$ cat config.mk
export PLATFORM = sky130hd
export DESIGN_NAME = mano_ctrl_seq_flat
export DESIGN_NICKNAME = d
export VERILOG_FILES = /design/src/rtl/mano_ctrl_seq_if.sv /design/src/rtl/mano_ctrl_seq.sv /design/src/flat_wrapper.sv
export SDC_FILE = /design/constraint.sdc
export NUM_CORES = 1
export LEC_CHECK = 0
export ABC_AREA = 0
export CAP_MARGIN = 20
export CORE_AREA = 2 2 39 41
export CTS_CLUSTER_DIAMETER = 30
export DETAILED_ROUTE_END_ITERATION = 16
export DIE_AREA = 0 0 41 43
export GPL_TIMING_DRIVEN = 0
export PLACE_DENSITY = 0.76
export SLEW_MARGIN = 0
export SYNTH_ARGS = -nofsm -noshare
export SYNTH_HDL_FRONTEND = slang
export SYNTH_SLANG_ARGS = --single-unit
$ cat constraint.sdc
create_clock -name CLK -period 3.94 [get_ports CLK]
set_clock_uncertainty 0.15 [all_clocks]
set_input_delay 0.788 -clock CLK [delete_from_list [all_inputs] [get_ports CLK]]
set_output_delay 0.788 -clock CLK [all_outputs]
set_load 0.02 [all_outputs]
$ cat src/rtl/mano_ctrl_seq_if.sv
// Control bundle between the Mano accumulator datapath and its sequencer.
// START is a one-cycle request pulse from the datapath side. It is sampled only while the sequencer is halted. There is no ready/ack back.
interface mano_ctrl_seq_if #(
  parameter int DATA_W = 8
);
  logic              START;
  logic [DATA_W-1:0] IR;
  logic              AC_ZERO;
  logic              AC_MSB;
  logic [1:0]        SC;
  logic              HALTED;
  logic              AC_LD;
  logic              AC_INC;
  logic              AC_CLR;
  logic              PC_LD;
  logic              PC_INC;
  logic              AR_LD;
  logic              IR_LD;
  logic              MEM_RD;
  logic              MEM_WR;
  logic [2:0]        BUS_SEL;
  logic [1:0]        ALU_OP;

  modport master (
    output START, IR, AC_ZERO, AC_MSB,
    input  SC, HALTED, AC_LD, AC_INC, AC_CLR, PC_LD, PC_INC,
           AR_LD, IR_LD, MEM_RD, MEM_WR, BUS_SEL, ALU_OP
  );

  modport slave (
    input  START, IR, AC_ZERO, AC_MSB,
    output SC, HALTED, AC_LD, AC_INC, AC_CLR, PC_LD, PC_INC,
           AR_LD, IR_LD, MEM_RD, MEM_WR, BUS_SEL, ALU_OP
  );
endinterface

$ cat src/rtl/mano_ctrl_seq.sv
// Fetch/decode/execute sequencer for the 8-bit Mano accumulator machine.
// The FSM state and the step counter are registered. The strobes are decoded combinationally from them.
module mano_ctrl_seq #(
  parameter int DATA_W     = 8,
  parameter int ADDR_W     = 5,
  parameter bit START_AUTO = 1'b0
) (
  input  logic               CLK,
  input  logic               CLR,
  mano_ctrl_seq_if.slave     bus,
  output logic               dbg_state_o
);

  typedef enum logic {S_IDLE = 1'b0, S_RUN = 1'b1} state_t;

  localparam logic [2:0] OP_AND = 3'd0;
  localparam logic [2:0] OP_ADD = 3'd1;
  localparam logic [2:0] OP_LDA = 3'd2;
  localparam logic [2:0] OP_STA = 3'd3;
  localparam logic [2:0] OP_BUN = 3'd4;
  localparam logic [2:0] OP_REG = 3'd5;

  localparam logic [2:0] BUS_NONE = 3'd0;
  localparam logic [2:0] BUS_PC   = 3'd1;
  localparam logic [2:0] BUS_MEM  = 3'd2;
  localparam logic [2:0] BUS_IR   = 3'd3;
  localparam logic [2:0] BUS_AC   = 3'd4;

  state_t      state_q, state_d;
  logic [1:0]  sc_q, sc_d;
  logic        auto_q, auto_d;

  logic [2:0]        opcode;
  logic [ADDR_W-1:0] fld;
  logic              hlt;

  assign opcode = bus.IR[DATA_W-1 -: 3];
  assign fld    = bus.IR[ADDR_W-1:0];
  assign hlt    = (opcode == OP_REG) && fld[4];

  // auto_q causes a single automatic start after reset. HLT never sets it, so a halted machine waits for START.
  always_comb begin
    state_d = state_q;
    sc_d    = sc_q;
    auto_d  = auto_q;
    case (state_q)
      S_IDLE: begin
        sc_d = 2'd0;
        if (bus.START || auto_q) begin
          state_d = S_RUN;
          auto_d  = 1'b0;
        end
      end
      S_RUN: begin
        sc_d = sc_q + 2'd1;
        if (sc_q == 2'd3 && hlt) begin
          state_d = S_IDLE;
        end
      end
      default: begin
        state_d = S_IDLE;
        sc_d    = 2'd0;
      end
    endcase
  end

  always_ff @(posedge CLK) begin
    if (CLR) begin
      state_q <= S_IDLE;
      sc_q    <= 2'd0;
      auto_q  <= START_AUTO;
    end else begin
      state_q <= state_d;
      sc_q    <= sc_d;
      auto_q  <= auto_d;
    end
  end

  assign bus.SC      = sc_q;
  assign bus.HALTED  = (state_q == S_IDLE);
  assign dbg_state_o = state_q;

  // CLR gates every strobe, so a reset in the middle of an instruction does not commit a partial write.
  always_comb begin
    bus.AC_LD   = 1'b0;
    bus.AC_INC  = 1'b0;
    bus.AC_CLR  = 1'b0;
    bus.PC_LD   = 1'b0;
    bus.PC_INC  = 1'b0;
    bus.AR_LD   = 1'b0;
    bus.IR_LD   = 1'b0;
    bus.MEM_RD  = 1'b0;
    bus.MEM_WR  = 1'b0;
    bus.BUS_SEL = BUS_NONE;
    bus.ALU_OP  = 2'b00;
    if (!CLR && state_q == S_RUN) begin
      case (sc_q)
        2'd0: begin
          bus.BUS_SEL = BUS_PC;
          bus.AR_LD   = 1'b1;
        end
        2'd1: begin
          bus.MEM_RD  = 1'b1;
          bus.BUS_SEL = BUS_MEM;
          bus.IR_LD   = 1'b1;
          bus.PC_INC  = 1'b1;
        end
        2'd2: begin
          bus.BUS_SEL = BUS_IR;
          bus.AR_LD   = 1'b1;
        end
        default: begin
          case (opcode)
            OP_AND, OP_ADD, OP_LDA: begin
              bus.MEM_RD  = 1'b1;
              bus.BUS_SEL = BUS_MEM;
              bus.AC_LD   = 1'b1;
              bus.ALU_OP  = (opcode == OP_AND) ? 2'b01 :
                            (opcode == OP_ADD) ? 2'b10 : 2'b00;
            end
            OP_STA: begin
              bus.BUS_SEL = BUS_AC;
              bus.MEM_WR  = 1'b1;
            end
            OP_BUN: begin
              bus.BUS_SEL = BUS_IR;
              bus.PC_LD   = 1'b1;
            end
            OP_REG: begin
              // The skip tests read the flags as they are before this step's AC update. CLA takes priority over INC.
              bus.AC_CLR = fld[0];
              bus.AC_INC = fld[1] & ~fld[0];
              bus.PC_INC = (fld[2] & bus.AC_ZERO) | (fld[3] & ~bus.AC_MSB);
            end
            default: ;
          endcase
        end
      endcase
    end
  end

endmodule
$ cat src/flat_wrapper.sv
// flat-port wrapper written by rule: the top's interface ports become plain ports
module mano_ctrl_seq_flat 
#(
  parameter int DATA_W     = 8,
  parameter int ADDR_W     = 5,
  parameter bit START_AUTO = 1'b0
)
  (CLK, CLR, dbg_state_o, bus_START, bus_IR, bus_AC_ZERO, bus_AC_MSB, bus_SC, bus_HALTED, bus_AC_LD, bus_AC_INC, bus_AC_CLR, bus_PC_LD, bus_PC_INC, bus_AR_LD, bus_IR_LD, bus_MEM_RD, bus_MEM_WR, bus_BUS_SEL, bus_ALU_OP);
  mano_ctrl_seq_if #(.DATA_W(DATA_W)) bus_i ();
  input  logic CLK;
  input  logic CLR;
  output logic dbg_state_o;
  input wire logic [$bits(bus_i.START)-1:0] bus_START;
  input wire logic [$bits(bus_i.IR)-1:0] bus_IR;
  input wire logic [$bits(bus_i.AC_ZERO)-1:0] bus_AC_ZERO;
  input wire logic [$bits(bus_i.AC_MSB)-1:0] bus_AC_MSB;
  output wire logic [$bits(bus_i.SC)-1:0] bus_SC;
  output wire logic [$bits(bus_i.HALTED)-1:0] bus_HALTED;
  output wire logic [$bits(bus_i.AC_LD)-1:0] bus_AC_LD;
  output wire logic [$bits(bus_i.AC_INC)-1:0] bus_AC_INC;
  output wire logic [$bits(bus_i.AC_CLR)-1:0] bus_AC_CLR;
  output wire logic [$bits(bus_i.PC_LD)-1:0] bus_PC_LD;
  output wire logic [$bits(bus_i.PC_INC)-1:0] bus_PC_INC;
  output wire logic [$bits(bus_i.AR_LD)-1:0] bus_AR_LD;
  output wire logic [$bits(bus_i.IR_LD)-1:0] bus_IR_LD;
  output wire logic [$bits(bus_i.MEM_RD)-1:0] bus_MEM_RD;
  output wire logic [$bits(bus_i.MEM_WR)-1:0] bus_MEM_WR;
  output wire logic [$bits(bus_i.BUS_SEL)-1:0] bus_BUS_SEL;
  output wire logic [$bits(bus_i.ALU_OP)-1:0] bus_ALU_OP;
  assign bus_i.START = bus_START;
  assign bus_i.IR = bus_IR;
  assign bus_i.AC_ZERO = bus_AC_ZERO;
  assign bus_i.AC_MSB = bus_AC_MSB;
  assign bus_SC = bus_i.SC;
  assign bus_HALTED = bus_i.HALTED;
  assign bus_AC_LD = bus_i.AC_LD;
  assign bus_AC_INC = bus_i.AC_INC;
  assign bus_AC_CLR = bus_i.AC_CLR;
  assign bus_PC_LD = bus_i.PC_LD;
  assign bus_PC_INC = bus_i.PC_INC;
  assign bus_AR_LD = bus_i.AR_LD;
  assign bus_IR_LD = bus_i.IR_LD;
  assign bus_MEM_RD = bus_i.MEM_RD;
  assign bus_MEM_WR = bus_i.MEM_WR;
  assign bus_BUS_SEL = bus_i.BUS_SEL;
  assign bus_ALU_OP = bus_i.ALU_OP;
  mano_ctrl_seq #(.DATA_W(DATA_W), .ADDR_W(ADDR_W), .START_AUTO(START_AUTO)) u_core (.CLK(CLK), .CLR(CLR), .bus(bus_i), .dbg_state_o(dbg_state_o));
endmodule
==> impl_results.md, run 1 <==
- Max Buffers Root-to-Sink: 2
- Port buffer count: 30
- Most frequent CP cell: clkdlybuf4s50_1
- Final Hold Fails: 0
- Peak supply drop: 0.128 mV
- Post-Synth Simple-Gate Area: 0.421
- Met3 global-route usage: 0.0314
- Xor/xnor share of the synthesized area: 0
- Post-synthesis mux area share: 0
- Total setup buffers inserted after CTS: 0
- DP Cell Count: 93
- Met2 Use GR: 0.216
- CTS root buf: clkbuf_4
- IO Pins: 31
- Yosys reg bits: 3
- Core outline area: 0.00138 mm2
- Synth Area per Inst: 7.40 um2
- Vias per std cell: 4.65
- Pleak: 0.271 nW
- Detailed Route WL: 1.02 mm
- Synth Area in Adders: 0.180
- Most frequent cells in the layout: clkdlybuf4s50_1, nor2_1, a21oi_1, ha_1, inv_1
- Routed len/inst: 10.5 um
- CTS sink cnt: 3
- Die Ht: 43 um
- Synth warnings: 0
- CTS tree: done
- Worst r2r path cells: 3
- Die area: 0.00176 mm2
- CP max stage cell: clkdlybuf4s50_1
- P per Cell Area: 183 mW/mm2
- Critical path origin: bus_IR[6]
- Register area share after synthesis: 0.173
- CTS hold repair buffers: 0
- Worst-skew pair later-pin latency: 230 ps
- Final count of pins violating max slew: 0
- Post-Layout Cell Count: 97
- Reg-to-Reg End: u_core.dbg_state_o
- Net count, final: 100
- Share of layout cells above drive strength 1: 0.0617
- Synth Area in Compound Gates: 0.183
- Die span in x: 41 um
- Setup crit start kind: input pin
- Cells after Synth: 47
- Crit-path max FO: 8
- P&R area growth vs syn: 99.6%
- TritonRoute pass-1 iters: 2
- Netlist cell types: 22
- First-pass GRT wire length: 1.56 mm
- Slew headroom: 0.822
- Grt met1 use: 0.141
- N_diodes: 0
- Clock buffer count from CTS: 3
- Endpoint, Worst Hold: u_core.bus.SC[0]
- DR iter-0 viols: 3
- Initial antenna violation count: 0
- Largest family of logic cells by synthesized area: simple AND/OR/NAND/NOR gates
- Detailed placement HPWL: 813 um
- Cell Area, Synth: 348 um2
- WHS Path Cells: 1
- Reg-to-reg setup timing slack: 2620 ps
- Setup TNS Final: 0 ps
- Unrepaired setup endpoints after global routing: false
- DRC violation count after routing: 0
- Worst-path clk slew: 30 ps
- DR vias: 451
- Cell Chain, Critical Path: clkdlybuf4s50_1 > and4b_4 > o21ai_0 > a21oi_1 > clkdlybuf4s50_1
- H-Tree Depth: 1
- Post-DRT Antenna Nets: 0
- Crit path arrival time: 2590 ps
- PostCTS Resize Cnt: 0
- Fin util: 0.502
- Status: complete, no violations
- Row count: 14
- Leading cell type in the layout, fill and taps excluded: clkdlybuf4s50_1
- Max stage delay on crit path: 620 ps
- WP data required: 3000 ps
- Overall power: 0.127 mW
- GRT overflow: 0
- Initial Util: 0.251
- Crit path time final: 3530 ps
- Vias in the first global route: 405
- Worst-margin pin slew: 267 ps
- Placer Congestion: 0.688
- Global Route Usage Sum: 0.131
- Hold Path Origin: u_core.bus.SC[0]
- FMAX: 283 MHz
- Number of max-cap violations: 0
- Critical register-to-register path startpoint: u_core.bus.SC[0]
- Worst setup EP type: primary output
- Fin crit share: 0.895
- Pin count of the biggest net entering global routing: 9
- Setup Crit Path Kind: in -> out
- Hold Crit Class: reg -> reg
- Syn nets: 65
- Final setup fails: 0
- Busiest grt layer: met2
-- synth_stat cells, drive strengths merged --
cell	n	area [um2]
a211oi	1	7.51
and2b	1	7.51
nand2b	2	12.5
nor3	1	5.00
ha	5	62.6
and3	1	6.26
nand2	3	11.3
a21oi	5	25.0
nor2	7	26.3
dfxtp	3	60.1
nor4	1	6.26
nor3b	1	7.51
o21ai	2	10.0
nor2b	2	12.5
inv	4	15.0
and2	3	18.8
a311oi	1	15.0
and4	1	8.76
o22ai	1	6.26
and4b	2	23.8
-- worst max-delay path, delay by kind of cell --
family | cells | cell delay (ps)
buf+inv | 2 | 1150
compound gates | 2 | 230
simple gates | 1 | 420
-- cells by family after synthesis --
logic type	after synthesis
and+or+nand+nor	25
AOI/OAI and AO/OA	10
adders and majority gates	5
buffers and inverters	4
DFF	3
-- flip-flops by register name, indices dropped and copies added, names as in the netlist --
name                flops
u_core.bus.SC           2
u_core.dbg_state_o      1
-- layer usage --
metal | vias to the layer above | routed length (um) | share of wire
met4 | 0 | 0 | 0
met1 | 204 | 383 | 0.38
met3 | 0 | 83 | 0.081
li1 | 231 | - | -
met5 | - | 0 | 0
met2 | 16 | 553 | 0.54
-- final cells by class --
cell class,count,area [um2]
Clock buffer,4,26.3
Fill cell,142,689
Inverter,4,15.0
Multi-Input combinational cell,40,273
Sequential cell,3,60.1
Tap cell,16,20.0
Timing Repair Buffer,30,300
-- worst max-delay path by stage --
stage	to	slack (ps)	cells after the start
finish	bus_PC_INC	410	5
global route	bus_PC_INC	290	5
CTS	bus_PC_INC	390	5
detailed placement	bus_PC_INC	400	5
global placement	bus_PC_INC	410	5
floorplan	bus_BUS_SEL[2]	1300	2
-- power breakdown --
group          switching [mW]  internal, mW  leakage (nW)
logic                  0.0170        0.0221         0.231
registers             0.00227        0.0321        0.0247
clock network          0.0154        0.0379        0.0150
total                  0.0347        0.0921         0.271
-- through the flow --
stage / hold WS, ps / instance area, um2 / setup slack (ps)
after floorplan: 397 / 348 / 1300
after global placement: 332 / 668 / 408
after detailed placement: 348 / 668 / 400
after CTS: 365 / 694 / 392
after global routing: 417 / 694 / 294
final: 351 / 694 / 412
(Power assumes the default switching activity.)
==> run 2, diff against run 1 <==
Settings changed: CTS_CLUSTER_DIAMETER 30 to 60.
==> results of run 2 <==
Final layout, timing and power as in run 1 (identical DEF).
==> run 3, diff against run 2 <==
Settings changed: ABC_AREA 0 to 1, PLACE_DENSITY 0.76 to 0.79.
==> run 3 against run 2 <==
Sequential cell count is the same. Final area is 5.2% higher. Combinational power rose by 6.1%. Wire length fell by 1.1%. Hold slack better by 16 ps. Clock power increased by 3%. Non-clock buffer count is the same. Critical path depth up 1. Total power increased by 2.7%. Setup slack improved by 250 ps. Global-route usage is 0.087 points lower. Critical path type unchanged. Largest power group unchanged. Highest routed layer is now met4.
==> impl_results.md, run 3 <==
- Clock buffer count from CTS: 3
- Worst-skew pair later-pin latency: 230 ps
- Die area: 0.00176 mm2
- Overall power: 0.130 mW
- Final setup fails: 0
- Setup crit start kind: input pin
- CTS hold repair buffers: 0
- DR iter-0 viols: 3
- Row count: 14
- Fin util: 0.528
- Netlist cell types: 17
- CTS sink cnt: 3
- Number of max-cap violations: 0
- Critical path origin: bus_IR[5]
- Status: complete, no violations
- Initial Util: 0.278
- Max stage delay on crit path: 620 ps
- Critical register-to-register path startpoint: u_core.bus.SC[0]
- GRT overflow: 0
- DP Cell Count: 111
- H-Tree Depth: 1
- N_diodes: 0
- Peak supply drop: 0.104 mV
- FMAX: 305 MHz
- Routed len/inst: 8.77 um
- Share of layout cells above drive strength 1: 0.121
- Setup Crit Path Kind: in -> out
- Hold Crit Class: reg -> reg
- First-pass GRT wire length: 1.59 mm
- Crit-path max FO: 4
- TritonRoute pass-1 iters: 2
- Detailed Route WL: 1.01 mm
- Net count, final: 118
- Worst-margin pin slew: 252 ps
- Die Ht: 43 um
- Top cells by count, synth: inv_1, nand2_1, nor2_1
- WP data required: 3000 ps
- Crit path arrival time: 2340 ps
- Final Hold Fails: 0
- Synth warnings: 0
- Vias in the first global route: 430
- Pleak: 0.322 nW
- DRC violation count after routing: 0
- Vias per std cell: 4.26
- Unrepaired setup endpoints after global routing: false
- Critical path buffers and inverters: 2
- Initial antenna violation count: 0
- Yosys top cell by area: ha_1
- Detailed placement HPWL: 841 um
- P&R area growth vs syn: 90.2%
- Metal-1 WL: 395 um
- Cells after Synth: 65
- CTS tree: done
- Yosys reg bits: 3
- Metal2 WL: 494 um
- Post-synth top flop: dfxtp_1
- Post-DRT Antenna Nets: 0
- Pin count of the biggest net entering global routing: 9
- Register area share after synthesis: 0.156
- Leading cell type in the layout, fill and taps excluded: clkdlybuf4s50_1
- Global Route Usage Sum: 0.131
- Cell Chain, Critical Path: clkdlybuf4s50_1 > nand2_1 > nor2_1 > nand2_1 > a21oi_1 > clkdlybuf4s50_1
- Worst-path clk slew: 40 ps
- Max reg flops: 2
- Synth async-reset ratio: 0
- Met3 routed wirelength: 98 um
- Die span in x: 41 um
- Post-Layout Cell Count: 115
- Worst setup EP type: primary output
- Final count of pins violating max slew: 0
- Placer Congestion: 0.645
- Port buffer count: 30
- Core outline area: 0.00138 mm2
- Post-synth EDFFs: 0
- CP max stage cell: clkdlybuf4s50_1
- Most frequent cells in the layout: clkdlybuf4s50_1, inv_1, nand2_1, nor2_1, ha_1
- Syn nets: 83
- Fin crit share: 0.832
- Setup TNS Final: 0 ps
- CTS root buf: clkbuf_4
- Crit path time final: 3280 ps
- Top post-synthesis cells by area: ha_1, dfxtp_1, inv_1, nand2_1, nor2_1
- P per Cell Area: 178 mW/mm2
- Post-synth top area share: 0.163
- PostCTS Resize Cnt: 0
- Hold Path Origin: u_core.bus.SC[0]
- IO Pins: 31
- Synth Area per Inst: 5.91 um2
- Total setup buffers inserted after CTS: 0
- DR vias: 490
- CP top delay family: buffers and inverters
- Max Buffers Root-to-Sink: 2
- Cell Area, Synth: 384 um2
- Slew headroom: 0.832
- Top layer in use: met4
==> run 3: changes by cell type in the layout (fill, tap and decap cells not counted), sizes merged, moves of 3 or more <==
cell / delta
nand3: +4
and2: -3
nand2: +12
inv: +10
nor2: +6
==> run 3: per-stage QoR <==
stage               hold slack (ps)  cell area, um2  setup slack, ps
CTS                             367             731              650
detailed placement              356             704              653
floorplan                       396             384             1540
global route                    424             731              570
finish                          367             731              661
global placement                330             704              663
==> run 3: where the power goes <==
group	switching (mW)	internal, mW	leakage [nW]
registers	0.00202	0.0321	0.0247
clock network	0.0167	0.0380	0.0150
logic	0.0195	0.0219	0.282
==> run 3: metal layers <==
layer  vias to the layer above  global-route usage
li1                        263                   -
met4                         0               0.100
met3                         2              0.0209
met1                       204               0.145
met2                        21               0.206
met5                         -                   0
==> run 3: kinds of logic (layout without fill, tap and decap cells) <==
kind of cell    after synthesis  in the layout  share of synthesized area
fa+ha+maj                     5              5                      0.163
buf+inv                      15             49                      0.150
flops                         3              3                      0.156
simple gates                 35             35                      0.423
compound gates                7              7                      0.107
==> run 3: worst reg2reg max path, delay by kind of cell, from the launching register on <==
family / cells / cell delay (ps)
AND/OR/NAND/NOR: 2 / 170
adder cells (fa/ha/maj): 1 / 340
flip-flops: 1 / 430
AO/OA/AOI/OAI: 1 / 70
==> run 3: path summary, 6_finish.rpt <==
check | cells after the start | to | slack (ps)
hold / removal | 1 | u_core.bus.SC[0] | 370
setup / recovery | 6 | bus_PC_INC | 660
hold reg to reg | 1 | u_core.bus.SC[0] | 370
setup reg to reg | 4 | u_core.dbg_state_o | 2670
==> run 3: final cells by class <==
class	count	area [um2]
inverters	15	57.6
multi-input cells	47	267
repair buffers	30	300
clock buffers	4	26.3
flip-flops and latches	3	60.1
fillers	144	653
well taps	16	20.0
==> edit 1, RTL diff (settings of run 1) <==
`START_AUTO` is set to 1'b0 in 2 places; all go to 1'b1.
--- a/src/rtl/mano_ctrl_seq.sv
+++ b/src/rtl/mano_ctrl_seq.sv
@@ -3,7 +3,7 @@
 module mano_ctrl_seq #(
   parameter int DATA_W     = 8,
   parameter int ADDR_W     = 5,
-  parameter bit START_AUTO = 1'b0
+  parameter bit START_AUTO = 1'b1
 ) (
   input  logic               CLK,
   input  logic               CLR,
--- a/src/flat_wrapper.sv
+++ b/src/flat_wrapper.sv
@@ -3,7 +3,7 @@
 #(
   parameter int DATA_W     = 8,
   parameter int ADDR_W     = 5,
-  parameter bit START_AUTO = 1'b0
+  parameter bit START_AUTO = 1'b1
 )
   (CLK, CLR, dbg_state_o, bus_START, bus_IR, bus_AC_ZERO, bus_AC_MSB, bus_SC, bus_HALTED, bus_AC_LD, bus_AC_INC, bus_AC_CLR, bus_PC_LD, bus_PC_INC, bus_AR_LD, bus_IR_LD, bus_MEM_RD, bus_MEM_WR, bus_BUS_SEL, bus_ALU_OP);
   mano_ctrl_seq_if #(.DATA_W(DATA_W)) bus_i ();
Check against the original RTL: not equivalent (a bounded check fails within 4 cycles, from zero or initial values).
==> edit 1 against run 1 <==
Worst setup slack got worse by 0.029 ns; sequential power increased by 35%; total power increased by 11%; synthesized cell count increased by 4.3%; cell area rose by 5.8%; routed wire length rose by 3.5%; synthesized area increased by 13%; combinational power rose by 15%; sequential cell count grew 1; largest power group unchanged; highest routed layer unchanged.
==> edit 1: results (changes against run 1) <==
metric;value;unit;change
fraction of registers with async set or reset after synthesis;0;%;unchanged
share of cells above drive strength 1;13.4;%;+7.2 points
Crit Reg-Reg Startpoint;u_core.bus.SC[0];;
Placed Cells;95;;+2.2%
# port buffers;30;;unchanged
status;complete, no violations;;
Synth Flop Type;dfxtp_1;;
Cell Area, Placed;712;sq um;+6.6%
DRT iter0 DRCs;4;;+1
synth top area cells;dfxtp_1 (20%), ha_1 (16%), a21oi_1 (6.4%);;
switching share of power;27.2;%;-0.20 points
gp weighted congestion;0.736;;+7.0%
Crit path largest cell delay;0.61;ns;
first-pass GRT wire length;1.75;mm;+12%
Reg2Reg Depth;3;;unchanged
largest net degree at the start of global routing;9;;unchanged
P&R area growth vs syn;87.5;%;
Global Route met2 Usage;23.8;%;+2.2 points
All-Layer GR Usage;14.2;%;+1.1 points
family with the most delay on the worst path;buffers and inverters;;
Worst path slowest cell;clkdlybuf4s50_1;;
synthesized net count;67;;+3.1%
H-tree levels;1;;unchanged
FILL cells;150;;+5.6%
max-cap violations;0;;unchanged
Detailed Routing Iterations Pass 1;4;;+2
met1 Track Usage GR;16.9;%;+2.8 points
antenna violations before repair;0;;unchanged
max reg flops;2;;unchanged
final WL;1.06;mm;+3.5%
CTS resizes;0;;unchanged
crit path launch;bus_IR[6];;
worst slew pin tran;0.271;ns;+0.00385 ns
routing usage on met3;3.66;%;+0.52 points
Seq/Total Area, Yosys;20.4;%;+3.2 points
vias in the first global route;422;;+4.2%
Ys Warns;0;;unchanged
peak supply drop;0.147;mV;+15%
vias post-DR;465;;+3.1%
multi-input logic area;297;sq um;+8.7%
Worst R2R Setup Slack;2.61;ns;about the same
Net count, final;102;;+2.0%
CP max FO;8;;unchanged
final setup margin;0.383;ns;-0.0289 ns
Netlist cell types;24;;+9.1%
Root Driver;clkbuf_4;;
Lkg Pwr;0.291;nW;+7.5%
hpwl dp;864;microns;+6.3%
CP arrival;2.62;ns;+0.03 ns
Post-synth top cells;nor2_1 (6), a21oi_1 (5), ha_1 (5);;
r2r endpoint;u_core.dbg_state_o;;
Tightest Hold Check Type;reg2reg;;
CTS buffer count;3;;unchanged
Clock Pin Slew Worst Setup and Hold Paths;0.04;ns;
Worst-Skew Late Latency;0.23;ns;about the same
crit path capture;bus_PC_INC;;
Mapped Avg Cell Area;7.99;sq um;+8.0%
DR WL/cell;10.8;microns;+2.5%
==> edit 1: final cells by class <==
class | instances | share of cell area, %
well taps | 16 | 2.73
inverters | 4 | 2.04
multi-input cells | 41 | 40.4
repair buffers | 30 | 40.9
flip-flops and latches | 4 | 10.9
clock buffers | 3 | 3.07
==> edit 1: kinds of logic after synthesis <==
family                   after synthesis  synth area share (%)
AO/OA/AOI/OAI                         11                  18.2
AND/OR/NAND/NOR                       25                  41.5
adder cells (fa/ha/maj)                5                  16.0
buffers and inverters                  4                  3.83
flip-flops                             4                  20.4
==> edit 1: how the worst min path moves through the flow <==
stage,startpoint,to,slack [ns],cells past startpoint
after CTS,u_core.auto_q,u_core.auto_q,0.31,1
after global placement,u_core.auto_q,u_core.auto_q,0.29,1
after floorplan,u_core.auto_q,u_core.auto_q,0.28,1
final,u_core.auto_q,u_core.auto_q,0.30,1
after global routing,u_core.auto_q,u_core.auto_q,0.33,1
after detailed placement,u_core.auto_q,u_core.auto_q,0.30,1
==> edit 1: routing by layer <==
layer | wire [microns] | vias to the layer above
li1 | - | 242
met1 | 449 | 205
met2 | 523 | 18
met3 | 82 | 0
met4 | 0 | 0
met5 | 0 | -
==> edit 1: power by group through the flow <==
stage	combinational, mW	clock [mW]	sequential [mW]
6_report	0.0448	0.0494	0.0465
5_1_grt	0.0482	0.0571	0.0471
4_1_cts	0.0451	0.0529	0.0465
3_5_place_dp	0.0448	0	0.0472
3_3_place_gp	0.0443	0	0.0470
2_1_floorplan	0.0166	0	0.0487
==> edit 2, RTL diff (config.mk and constraints of run 1) <==
Without the edit above. Register the output `dbg_state_o` once more, without a reset; this adds one clock of latency there. The other outputs are not delayed to match.
--- a/src/rtl/mano_ctrl_seq.sv
+++ b/src/rtl/mano_ctrl_seq.sv
@@ -78,7 +78,9 @@
 
   assign bus.SC      = sc_q;
   assign bus.HALTED  = (state_q == S_IDLE);
-  assign dbg_state_o = state_q;
+  always_ff @(posedge CLK) begin
+    dbg_state_o <= state_q;
+  end
 
   // CLR gates every strobe, so a reset in the middle of an instruction does not commit a partial write.
   always_comb begin
Check against the original RTL: not equivalent (Yosys sat finds a counterexample within 4 cycles, from zero or initial values).
==> edit 2 against run 1 <==
Cell count is 3.1% higher; sequential cell count is 1 higher; total power is 6.8% higher; synthesized area is 7.6% higher; die area stayed put; routed wire length is 5.0% lower; worst setup slack better by 0.060 ns; cell area is 3.2% higher; highest routed layer is now met4.
==> edit 2: results (changes against run 1) <==
metric;value;unit;change
CP max FO;8;;unchanged
Hold Path End;u_core.dbg_state_o;;
Seq/Total Area, Yosys;21.4;%;+4.1 points
peak supply drop;0.101;mV;-21%
crit path launch;bus_IR[6];;
Cell Area, Placed;694;sq um;+3.9%
Worst R2R Setup Slack;2.66;ns;+0.04 ns
min-delay src;u_core.state_q;;
worst slew pin tran;0.240;ns;-0.0271 ns
clock network power;0.0503;mW;-5.6%
CTS resizes;0;;unchanged
Clock Pin Slew Worst Setup and Hold Paths;0.04;ns;
Clock Path Buffers;2;;unchanged
setup bufs post-CTS;0;;unchanged
post-synthesis xor/xnor area fraction;0;%;unchanged
Net count, final;104;;+4.0%
crit path capture;bus_PC_INC;;
pre-CTS WS;0.475;ns;+0.0756 ns
final hold slack;0.270;ns;-0.0807 ns
DR WL/cell;9.69;microns;-7.9%
H-tree levels;1;;unchanged
Gate power share;29.4;%;-1.5 points
Vias/cell;4.54;;-2.4%
Mapped Cells;51;;+8.5%
first-pass GRT wire length;1.74;mm;+11%
gp weighted congestion;0.744;;+8.2%
synth top area cells;dfxtp_1 (21%), ha_1 (17%), nor2_1 (7.0%);;
Reg2Reg Depth;3;;unchanged
post-synthesis mux area share;0;%;unchanged
share of cells above drive strength 1;7.14;%;+0.97 points
Crit path largest cell delay;0.61;ns;
Crit Reg-Reg Startpoint;u_core.bus.SC[0];;
DRT iter0 DRCs;3;;unchanged
family with the most delay on the worst path;buffers and inverters;;
Ys Warns;0;;unchanged
Placed Cells;97;;+4.3%
antenna violations before repair;0;;unchanged
CP arrival;2.53;ns;-0.06 ns
Post-synth top cells;nor2_1 (7), ha_1 (5), inv_1 (5), nand2_1 (5);;
Adder-Cell Fraction of Synth Area;16.7;%;-1.3 points
Post-synth EDFFs;0;;unchanged
largest net degree at the start of global routing;9;;unchanged
synthesized net count;69;;+6.2%
All-Layer GR Usage;14.2;%;+1.1 points
complex-gate fraction of the synthesized area;15.7;%;-2.6 points
Lkg Pwr;0.279;nW;+3.0%
r2r endpoint;u_core.state_q;;
switching share of power;26.3;%;-1.0 points
Hold Path Depth;0;;-1
# diodes;0;;unchanged
fin crit share;88.0;%;-1.5 points
clock share of power;37.1;%;-4.9 points
max reg flops;2;;unchanged
Detailed Routing Iterations Pass 1;4;;+2
hpwl dp;794;microns;-2.3%
vias post-DR;454;;+0.67%
Netlist cell types;23;;+4.5%
Root Driver;clkbuf_4;;
status;complete, no violations;;
edit 2: changes by cell type after synthesis:
| cell | before | now |
|---|---|---|
| o21ai_0 | 2 | 1 |
| dfxtp_1 | 3 | 4 |
| nand2_1 | 3 | 5 |
| a21oi_1 | 5 | 4 |
| nor3_1 | 1 | 3 |
| buf_2 | 0 | 1 |
| o21ai_1 | 0 | 1 |
| and4_1 | 1 | 0 |
| inv_1 | 4 | 5 |
| nand2b_1 | 2 | 1 |
edit 2: metal layers:
| layer | vias to the layer above | global-route usage [%] | wire length, microns |
|---|---|---|---|
| met1 | 188 | 15.4 | 373 |
| met2 | 22 | 24.1 | 505 |
| met5 | - | 0 | 0 |
| met3 | 2 | 2.62 | 75 |
| met4 | 0 | 8.00 | 16 |
| li1 | 242 | - | - |
edit 2: cell type report:
cell class	instances	area [sq um]
tap	16	20.0
fill	131	667
timing repair buffer	30	300
inverter	5	18.8
buffer	1	5.00
sequential	4	80.1
clock buffer	3	22.5
multi-input combinational	41	270
